## src/rtl/cnn_layer_accel_quad_job_ctrl_if.sv

```systemverilog
// Quad job handshake bundle: scheduler descriptor port, quad job port,
// and config/pixel feeder trigger.
interface cnn_layer_accel_quad_job_ctrl_if;
  logic         desc_valid;
  logic         desc_ready;
  logic [127:0] desc_params;
  logic         job_start;
  logic         job_accept;
  logic [127:0] job_parameters;
  logic         job_fetch_request;
  logic         job_fetch_ack;
  logic         job_fetch_complete;
  logic         job_complete;
  logic         job_complete_ack;
  logic         fetch_start;
  logic         fetch_done;

  modport master (
    input  desc_valid, desc_params,
    input  job_accept, job_fetch_request,
    input  job_complete, fetch_done,
    output desc_ready, job_start,
    output job_parameters, job_fetch_ack,
    output job_fetch_complete, job_complete_ack,
    output fetch_start
  );

  modport slave (
    output desc_valid, desc_params,
    output job_accept, job_fetch_request,
    output job_complete, fetch_done,
    input  desc_ready, job_start,
    input  job_parameters, job_fetch_ack,
    input  job_fetch_complete, job_complete_ack,
    input  fetch_start
  );
endinterface

```

## src/rtl/cnn_layer_accel_quad_job_ctrl.sv

```systemverilog
// One-job-at-a-time sequencer between the layer scheduler and a quad,
// with feeder triggering and a hung-job watchdog.
module cnn_layer_accel_quad_job_ctrl #(
  parameter int C_FETCH_CNT_W = 8,
  parameter int C_TIMEOUT_W   = 20,
  parameter logic [C_TIMEOUT_W-1:0] C_TIMEOUT_CYC =
    {C_TIMEOUT_W{1'b1}}
) (
  input  logic clk_if,
  input  logic rst,
  cnn_layer_accel_quad_job_ctrl_if.master bus,
  input  logic abort,
  output logic job_done,
  output logic [C_FETCH_CNT_W-1:0] job_fetch_cnt,
  output logic busy,
  output logic timeout_err
);

  typedef enum logic [2:0] {
    S_IDLE, S_START, S_RUN, S_FETCH, S_CMPL
  } state_t;

  state_t state, state_nxt;

  logic [127:0]           params_q;
  logic [C_TIMEOUT_W-1:0] wd_cnt;
  logic cmpl_pend;
  logic fetch_pls, fcmp_pls, done_pls;
  logic accept, ev, wd_exp;
  logic go_fetch, fetch_end, cmpl_end;

  assign accept = (state == S_IDLE) &&
                  bus.desc_valid && bus.desc_ready;

  // Level-held job_complete in CMPL must not keep the watchdog alive
  assign ev = bus.job_accept | bus.job_fetch_request |
              bus.fetch_done |
              (bus.job_complete && state != S_CMPL);

  assign wd_exp = (C_TIMEOUT_CYC != '0) &&
                  (state != S_IDLE) && !ev &&
                  (wd_cnt + C_TIMEOUT_W'(1) == C_TIMEOUT_CYC);

  always_ff @(posedge clk_if) begin
    if (rst) state <= S_IDLE;
    else     state <= state_nxt;
  end

  always_comb begin
    state_nxt = state;
    go_fetch  = 1'b0;
    fetch_end = 1'b0;
    cmpl_end  = 1'b0;
    unique case (state)
      S_IDLE:  if (accept) state_nxt = S_START;
      S_START: if (bus.job_accept) state_nxt = S_RUN;
      S_RUN: begin
        if (bus.job_complete) begin
          state_nxt = S_CMPL;
        end else if (bus.job_fetch_request) begin
          state_nxt = S_FETCH;
          go_fetch  = 1'b1;
        end
      end
      S_FETCH: begin
        if (bus.fetch_done) begin
          fetch_end = 1'b1;
          state_nxt = (cmpl_pend || bus.job_complete) ?
                      S_CMPL : S_RUN;
        end
      end
      S_CMPL: begin
        if (!bus.job_complete) begin
          state_nxt = S_IDLE;
          cmpl_end  = 1'b1;
        end
      end
      default: state_nxt = S_IDLE;
    endcase
    if (state != S_IDLE && (abort || wd_exp)) begin
      state_nxt = S_IDLE;
      go_fetch  = 1'b0;
      fetch_end = 1'b0;
      cmpl_end  = 1'b0;
    end
  end

  always_comb begin
    bus.desc_ready         = (state == S_IDLE) && !done_pls;
    bus.job_start          = (state == S_START);
    bus.job_complete_ack   = (state == S_CMPL);
    bus.job_parameters     = params_q;
    bus.job_fetch_ack      = fetch_pls;
    bus.fetch_start        = fetch_pls;
    bus.job_fetch_complete = fcmp_pls;
    job_done               = done_pls;
    busy                   = (state != S_IDLE);
  end

  always_ff @(posedge clk_if) begin
    if (rst) begin
      params_q      <= '0;
      job_fetch_cnt <= '0;
      wd_cnt        <= '0;
      cmpl_pend     <= 1'b0;
      fetch_pls     <= 1'b0;
      fcmp_pls      <= 1'b0;
      done_pls      <= 1'b0;
      timeout_err   <= 1'b0;
    end else begin
      fetch_pls   <= go_fetch;
      fcmp_pls    <= fetch_end;
      done_pls    <= cmpl_end;
      timeout_err <= timeout_err | wd_exp;
      if (state_nxt != state || ev || state == S_IDLE)
        wd_cnt <= '0;
      else
        wd_cnt <= wd_cnt + C_TIMEOUT_W'(1);
      if (accept) begin
        params_q      <= bus.desc_params;
        job_fetch_cnt <= '0;
      end else if (fetch_end && job_fetch_cnt != '1) begin
        job_fetch_cnt <= job_fetch_cnt + C_FETCH_CNT_W'(1);
      end
      if (state_nxt == S_IDLE)
        cmpl_pend <= 1'b0;
      else if (state == S_FETCH && bus.job_complete)
        cmpl_pend <= 1'b1;
    end
  end

endmodule
```

## src/flat_wrapper.sv

```systemverilog
// flat-port wrapper written by rule: the top's interface ports become plain ports
module cnn_layer_accel_quad_job_ctrl_flat 
#(
  parameter int C_FETCH_CNT_W = 8,
  parameter int C_TIMEOUT_W   = 20,
  parameter logic [C_TIMEOUT_W-1:0] C_TIMEOUT_CYC =
    {C_TIMEOUT_W{1'b1}}
)
  (clk_if, rst, abort, job_done, job_fetch_cnt, busy, timeout_err, bus_desc_valid, bus_desc_params, bus_job_accept, bus_job_fetch_request, bus_job_complete, bus_fetch_done, bus_desc_ready, bus_job_start, bus_job_parameters, bus_job_fetch_ack, bus_job_fetch_complete, bus_job_complete_ack, bus_fetch_start);
  cnn_layer_accel_quad_job_ctrl_if bus_i ();
  input  logic clk_if;
  input  logic rst;
  input  logic abort;
  output logic job_done;
  output logic [C_FETCH_CNT_W-1:0] job_fetch_cnt;
  output logic busy;
  output logic timeout_err;
  input wire logic [$bits(bus_i.desc_valid)-1:0] bus_desc_valid;
  input wire logic [$bits(bus_i.desc_params)-1:0] bus_desc_params;
  input wire logic [$bits(bus_i.job_accept)-1:0] bus_job_accept;
  input wire logic [$bits(bus_i.job_fetch_request)-1:0] bus_job_fetch_request;
  input wire logic [$bits(bus_i.job_complete)-1:0] bus_job_complete;
  input wire logic [$bits(bus_i.fetch_done)-1:0] bus_fetch_done;
  output wire logic [$bits(bus_i.desc_ready)-1:0] bus_desc_ready;
  output wire logic [$bits(bus_i.job_start)-1:0] bus_job_start;
  output wire logic [$bits(bus_i.job_parameters)-1:0] bus_job_parameters;
  output wire logic [$bits(bus_i.job_fetch_ack)-1:0] bus_job_fetch_ack;
  output wire logic [$bits(bus_i.job_fetch_complete)-1:0] bus_job_fetch_complete;
  output wire logic [$bits(bus_i.job_complete_ack)-1:0] bus_job_complete_ack;
  output wire logic [$bits(bus_i.fetch_start)-1:0] bus_fetch_start;
  assign bus_i.desc_valid = bus_desc_valid;
  assign bus_i.desc_params = bus_desc_params;
  assign bus_i.job_accept = bus_job_accept;
  assign bus_i.job_fetch_request = bus_job_fetch_request;
  assign bus_i.job_complete = bus_job_complete;
  assign bus_i.fetch_done = bus_fetch_done;
  assign bus_desc_ready = bus_i.desc_ready;
  assign bus_job_start = bus_i.job_start;
  assign bus_job_parameters = bus_i.job_parameters;
  assign bus_job_fetch_ack = bus_i.job_fetch_ack;
  assign bus_job_fetch_complete = bus_i.job_fetch_complete;
  assign bus_job_complete_ack = bus_i.job_complete_ack;
  assign bus_fetch_start = bus_i.fetch_start;
  cnn_layer_accel_quad_job_ctrl #(.C_FETCH_CNT_W(C_FETCH_CNT_W), .C_TIMEOUT_W(C_TIMEOUT_W), .C_TIMEOUT_CYC(C_TIMEOUT_CYC)) u_core (.clk_if(clk_if), .rst(rst), .bus(bus_i), .abort(abort), .job_done(job_done), .job_fetch_cnt(job_fetch_cnt), .busy(busy), .timeout_err(timeout_err));
endmodule
```

## config.mk

```make
export PLATFORM = sky130hd
export DESIGN_NAME = cnn_layer_accel_quad_job_ctrl_flat
export DESIGN_NICKNAME = d
export VERILOG_FILES = /design/src/rtl/cnn_layer_accel_quad_job_ctrl_if.sv /design/src/rtl/cnn_layer_accel_quad_job_ctrl.sv /design/src/flat_wrapper.sv
export SDC_FILE = /design/constraint.sdc
export NUM_CORES = 1
export LEC_CHECK = 0
export ABC_AREA = 1
export BUFFER_PORTS_ARGS = -buffer_cell sky130_fd_sc_hd__buf_4
export CAP_MARGIN = 20
export CORE_ASPECT_RATIO = 1.2
export CORE_UTILIZATION = 35
export DETAILED_ROUTE_END_ITERATION = 6
export GPL_ROUTABILITY_DRIVEN = 1
export GPL_TIMING_DRIVEN = 0
export HOLD_SLACK_MARGIN = 0.05
export MAX_ROUTING_LAYER = met4
export PLACE_DENSITY = 0.71
export SLEW_MARGIN = 20
export SYNTH_ARGS = -nofsm -noshare
export SYNTH_HDL_FRONTEND = slang
export SYNTH_SLANG_ARGS = --single-unit
```

## constraint.sdc

```tcl
create_clock -name clk_if -period 2.7 [get_ports clk_if]
set_clock_uncertainty 0.05 [all_clocks]
set_input_delay 0.135 -clock clk_if [delete_from_list [all_inputs] [get_ports clk_if]]
set_output_delay 0.135 -clock clk_if [all_outputs]
set_load 0.02 [all_outputs]
```

-- Word level (Yosys, flattened, before mapping)
Cells that the tools add are included.
- register bits after elaboration: 164
- input bits: 136
- add/subtract/negate cells: 2
- bitwise operators: 6
- mux-type cells: 14
- reduce and logical (&&, ||, !) cells: 23
- eq/ne operators: 8
- operators by type and width (kind ; number):
    two-way mux 3 bit ; 8
    adder 20 x 1 -> 20 bit, second input constant ; 1
    == test 20 bit, second input constant ; 1
    one-hot mux 3 bit (5 select lines) ; 1
    logical AND 1 bit ; 9
    adder 8 x 1 -> 8 bit, second input constant ; 1
    != test 8 bit, second input constant ; 1
    == test 3 x 2 -> 1 bit, second input constant ; 2
    logical NOT 3 bit ; 2
    OR reduction 2 bit ; 3
    two-way mux 1 bit ; 5
    logical OR 1 bit ; 4
    OR 1 bit ; 4
    OR reduction 4 bit ; 1
    == test 3 x 1 -> 1 bit, second input constant ; 1
    == test 3 bit, second input constant ; 1
    != test 3 bit ; 1
    != test 3 bit, second input constant ; 1
    nonzero test 3 bit ; 1
    OR reduction 3 bit ; 1
    logical NOT 1 bit ; 2
    inverter 1 bit ; 2

-- Logic depth before layout (Yosys ltp)
- word-level depth: 13
- mapped depth: 19

-- Worst setup path after synthesis
Ideal clock, no wire load.
- path type: register -> register
- start: register u_core.wd_cnt[1]
- end: register u_core.wd_cnt[9]
- buffers on the path: 2
- stages on the path, launching flop included: 19
- period minus slack after synthesis: 2.217 ns
- data arrival time: 2.046 ns
- library setup time: 0.121 ns
- setup slack: 0.483 ns
- path through: dfxtp_1 -> ha_1 -> nand2_2 -> nor2_4 -> nand3_2 -> nor2_1 -> nor2_1 -> nor2_1 -> nand2_1 -> nor2_2 -> nand3_2 -> nand2_1 -> nand2_2 -> buf_6 -> nand2_2 -> nand2_1 -> nand2_2 -> buf_6 -> nor3_2
- word-level cells in the longest chain between the ends: 10
- RTL lines (element ; line ; RTL):
    start, declared ; cnn_layer_accel_quad_job_ctrl.sv:26 ; logic [C_TIMEOUT_W-1:0] wd_cnt;
    start signal, assigned ; cnn_layer_accel_quad_job_ctrl.sv:118 ; wd_cnt <= wd_cnt + C_TIMEOUT_W'(1);
    adder 20 x 1 -> 20 bit (*) ; cnn_layer_accel_quad_job_ctrl.sv:42, cnn_layer_accel_quad_job_ctrl.sv:118 ;
    == test 20 bit ; cnn_layer_accel_quad_job_ctrl.sv:42 ; (wd_cnt + C_TIMEOUT_W'(1) == C_TIMEOUT_CYC);
    logical AND 1 bit ; cnn_layer_accel_quad_job_ctrl.sv:41 ; (state != S_IDLE) && !ev &&
    logical OR 1 bit ; cnn_layer_accel_quad_job_ctrl.sv:80 ; if (state != S_IDLE && (abort || wd_exp)) begin
    logical AND 1 bit ; cnn_layer_accel_quad_job_ctrl.sv:80 ;
    two-way mux 3 bit ; cnn_layer_accel_quad_job_ctrl.sv:80 ;
    != test 3 bit ; cnn_layer_accel_quad_job_ctrl.sv:115 ; if (state_nxt != state || ev || state == S_IDLE)
    logical OR 1 bit (2 in a row) ; cnn_layer_accel_quad_job_ctrl.sv:115 ;
    OR reduction 2 bit (no line) ; - ;
Mark *: on every way between the ends. The rest lies on a longest branch, timed or not.
A chain may end at the register's enable or synchronous reset.

-- Final worst setup path
- start: register u_core.wd_cnt[0]
- end: register u_core.wd_cnt[10]
The elaborated chain is that of the path after synthesis.

==> summary.txt <==
Port Buffers: 279
maxcap violations: 0
first-pass GRT wire length: 38,200 um
f_max: 403 MHz
All-Layer GR Usage: 25.2%
syn avg cell area: 7.67 um^2
r2r setup slk: 220 ps
family with the most delay on the worst path: simple AND/OR/NAND/NOR gates
filler cell count: 1,705
Pwr Density: 586 nW/um^2
row cnt: 55
Syn Std Cell Area: 6720 um^2
Crit-path slowest cell: dfxtp_2
min Tclk post-route: 2480 ps
Pleak: 4.64 nW
crit-path cells: ha_2 -> nand3_1 -> nor2_2 -> nor2_1 -> nor2_1 -> nand2_1 -> nor2_2 -> nand2_1 -> nor2_2 -> nand3_2 -> nand2_1 -> nand2_2 -> buf_6 -> nand2_2 -> nand2_1 -> nand3_2 -> buf_6 -> nor3_2
VDD IR-drop max: 0.000424 V
syn_nets: 1,016
Syn. warnings: 0
worst setup path class: reg -> reg
drt drc: 0
Worst-Skew Late Latency: 420 ps
Die ar.: 19,800 um^2
most frequent cells in the layout: buf_4 (281), nand2_1 (202), dfxtp_1 (162)
Hold Crit Class: in -> reg
vias in the first global route: 7,668
crit-path max cell delay: 360 ps
Reg clk slew, reported paths: 60 ps
Worst Path Arrival: 2730 ps
Root Driver: clkbuf_16
Final Power: 0.00648 W
Die W: 129 um
Initial DRC Count: 394
final net count: 1,446
#FFs+latches synth: 164
CTS H-tree lvls: 4
final wirelength: 24,500 um
first drt pass iteration count: 5
count of unique library cells instantiated by Yosys: 30
Tcrit/Tclk final: 91.8%
Max Slew Vio Count: 0
via density per instance: 4.92
die height: 154 um
Final GP Congestion: 0.860
post-layout util: 58.6%
CTS Buf Count: 17
Antenna Cells: 0
# IOs: 281
via count: 7,750
Worst Hold Margin: 110 ps
Final HPWL DP: 16,700 um
Wirelength per Cell: 15.5 um
largest net degree at the start of global routing: 17
Clock Path Buffers: 2
most common cell after layout, fill and taps aside: buf_4
final hold viol count: 0
status: finished clean
core outline area: 18,900 um^2
# setup viols final: 0
CP Buf/Inv Count: 2
slew margin rel.: 48.7%
sequential element share of the synthesized area: 48.8%
synthesized instance count: 877
CP startpoint kind: flop
crit-path max FO: 10
initial antenna violation count: 0
Most Frequent Cell on Critical Path: nand2_1
layout cells sized above 1: 27.9%
required time of the critical path: 2950 ps
Layout area overhead: 64.4%
clock sinks: 164
grt ovf: 0
Initial Util: 35.7%
TritonCTS clock tree: done
worst slew pin tran: 770 ps
antenna-violating nets left: 0
CP endpoint kind: flop
==> power by group <==
part           internal, W  total [W]  switching (W)
Combinational     0.000618    0.00142       0.000799
Sequential         0.00257    0.00267      0.0000912
Clock              0.00134    0.00239        0.00106
==> timing repair <==
action	CTS	global route
hold buffers	131	0
setup buffers	0	1
resized for setup	0	11
hold endpoints to repair	131	0
endpoints found under the setup margin	0	61
==> final timing paths <==
kind | startpoint | endpoint | cells after the start
worst max-delay path | u_core.wd_cnt[0] | u_core.wd_cnt[10] | 18
worst max register to register | u_core.wd_cnt[0] | u_core.wd_cnt[10] | 18
worst min-delay path | abort | u_core.state[0] | 6
worst min register to register | u_core.wd_cnt[0] | u_core.wd_cnt[0] | 1
==> metrics by stage <==
stage	instance area, um^2	TNS, ps	worst slack (ps)	cells
after floorplan	6720	0	483	877
after global placement	9140	0	139	1412
after detailed placement	9140	0	159	1412
after CTS	11000	0	136	1575
after global routing	11100	-7.09	-7.09	1576
final	11100	0	221	1576
==> layer usage <==
metal / track usage [%] / part of all wire (%)
met5: - / 0
met4: 12.0 / 4.0
met3: 4.77 / 4.9
met2: 42.5 / 51
met1: 28.4 / 40
==> synthesized netlist by cell type (all sizes together) <==
cell	count	area share [%]
a211oi	1	0.19
a21oi	135	10
a22oi	1	0.11
a31oi	2	0.19
and2	1	0.093
buf	7	1.1
clkbuf	57	3.2
dfxtp	164	49
ha	3	0.56
inv	41	2.3
nand2	211	12
nand3	150	11
nand3b	4	0.45
nand4	7	0.65
nor2	47	3.3
nor3	30	3.7
nor4	1	0.093
o21ai	9	0.67
o21bai	1	0.17
xnor2	1	0.13
xor2	4	0.52
==> cells by family after synthesis <==
group	after synthesis	share of synthesized area, %
DFF	164	48.8
and+or+nand+nor	451	32.0
adders and majority gates	3	0.558
buffers and inverters	105	6.59
AOI/OAI and AO/OA	149	11.4
xor gates and xnor gates	5	0.651
==> flip-flops by register name (all words and copies together) (netlist names) <==
register / cells
u_core.bus.fetch_start: 1
u_core.job_done: 1
u_core.job_fetch_cnt: 8
u_core.bus.job_fetch_complete: 1
u_core.timeout_err: 1
u_core.wd_cnt: 20
u_core.bus.job_parameters: 128
u_core.state: 3
u_core.cmpl_pend: 1
==> worst register-to-register path, delay by kind of cell (launching register included) <==
kind / cells / cell delay (ps)
DFF: 1 / 360
adders and majority gates: 1 / 220
buffers and inverters: 2 / 330
and+or+nand+nor: 15 / 1400
==> area by class of cell <==
| class | count | area [um^2] | share of cell area, % |
|---|---|---|---|
| clock buffer | 20 | 457 | 4.13 |
| inverter | 41 | 154 | 1.39 |
| clock inverter | 12 | 120 | 1.09 |
| multi-input combinational | 608 | 3010 | 27.2 |
| timing repair buffer | 411 | 3410 | 30.9 |
| buffer | 64 | 299 | 2.71 |
| tap | 256 | 320 | 2.90 |
| sequential | 164 | 3290 | 29.7 |
Note: power is estimated with default switching activity, not from simulation.
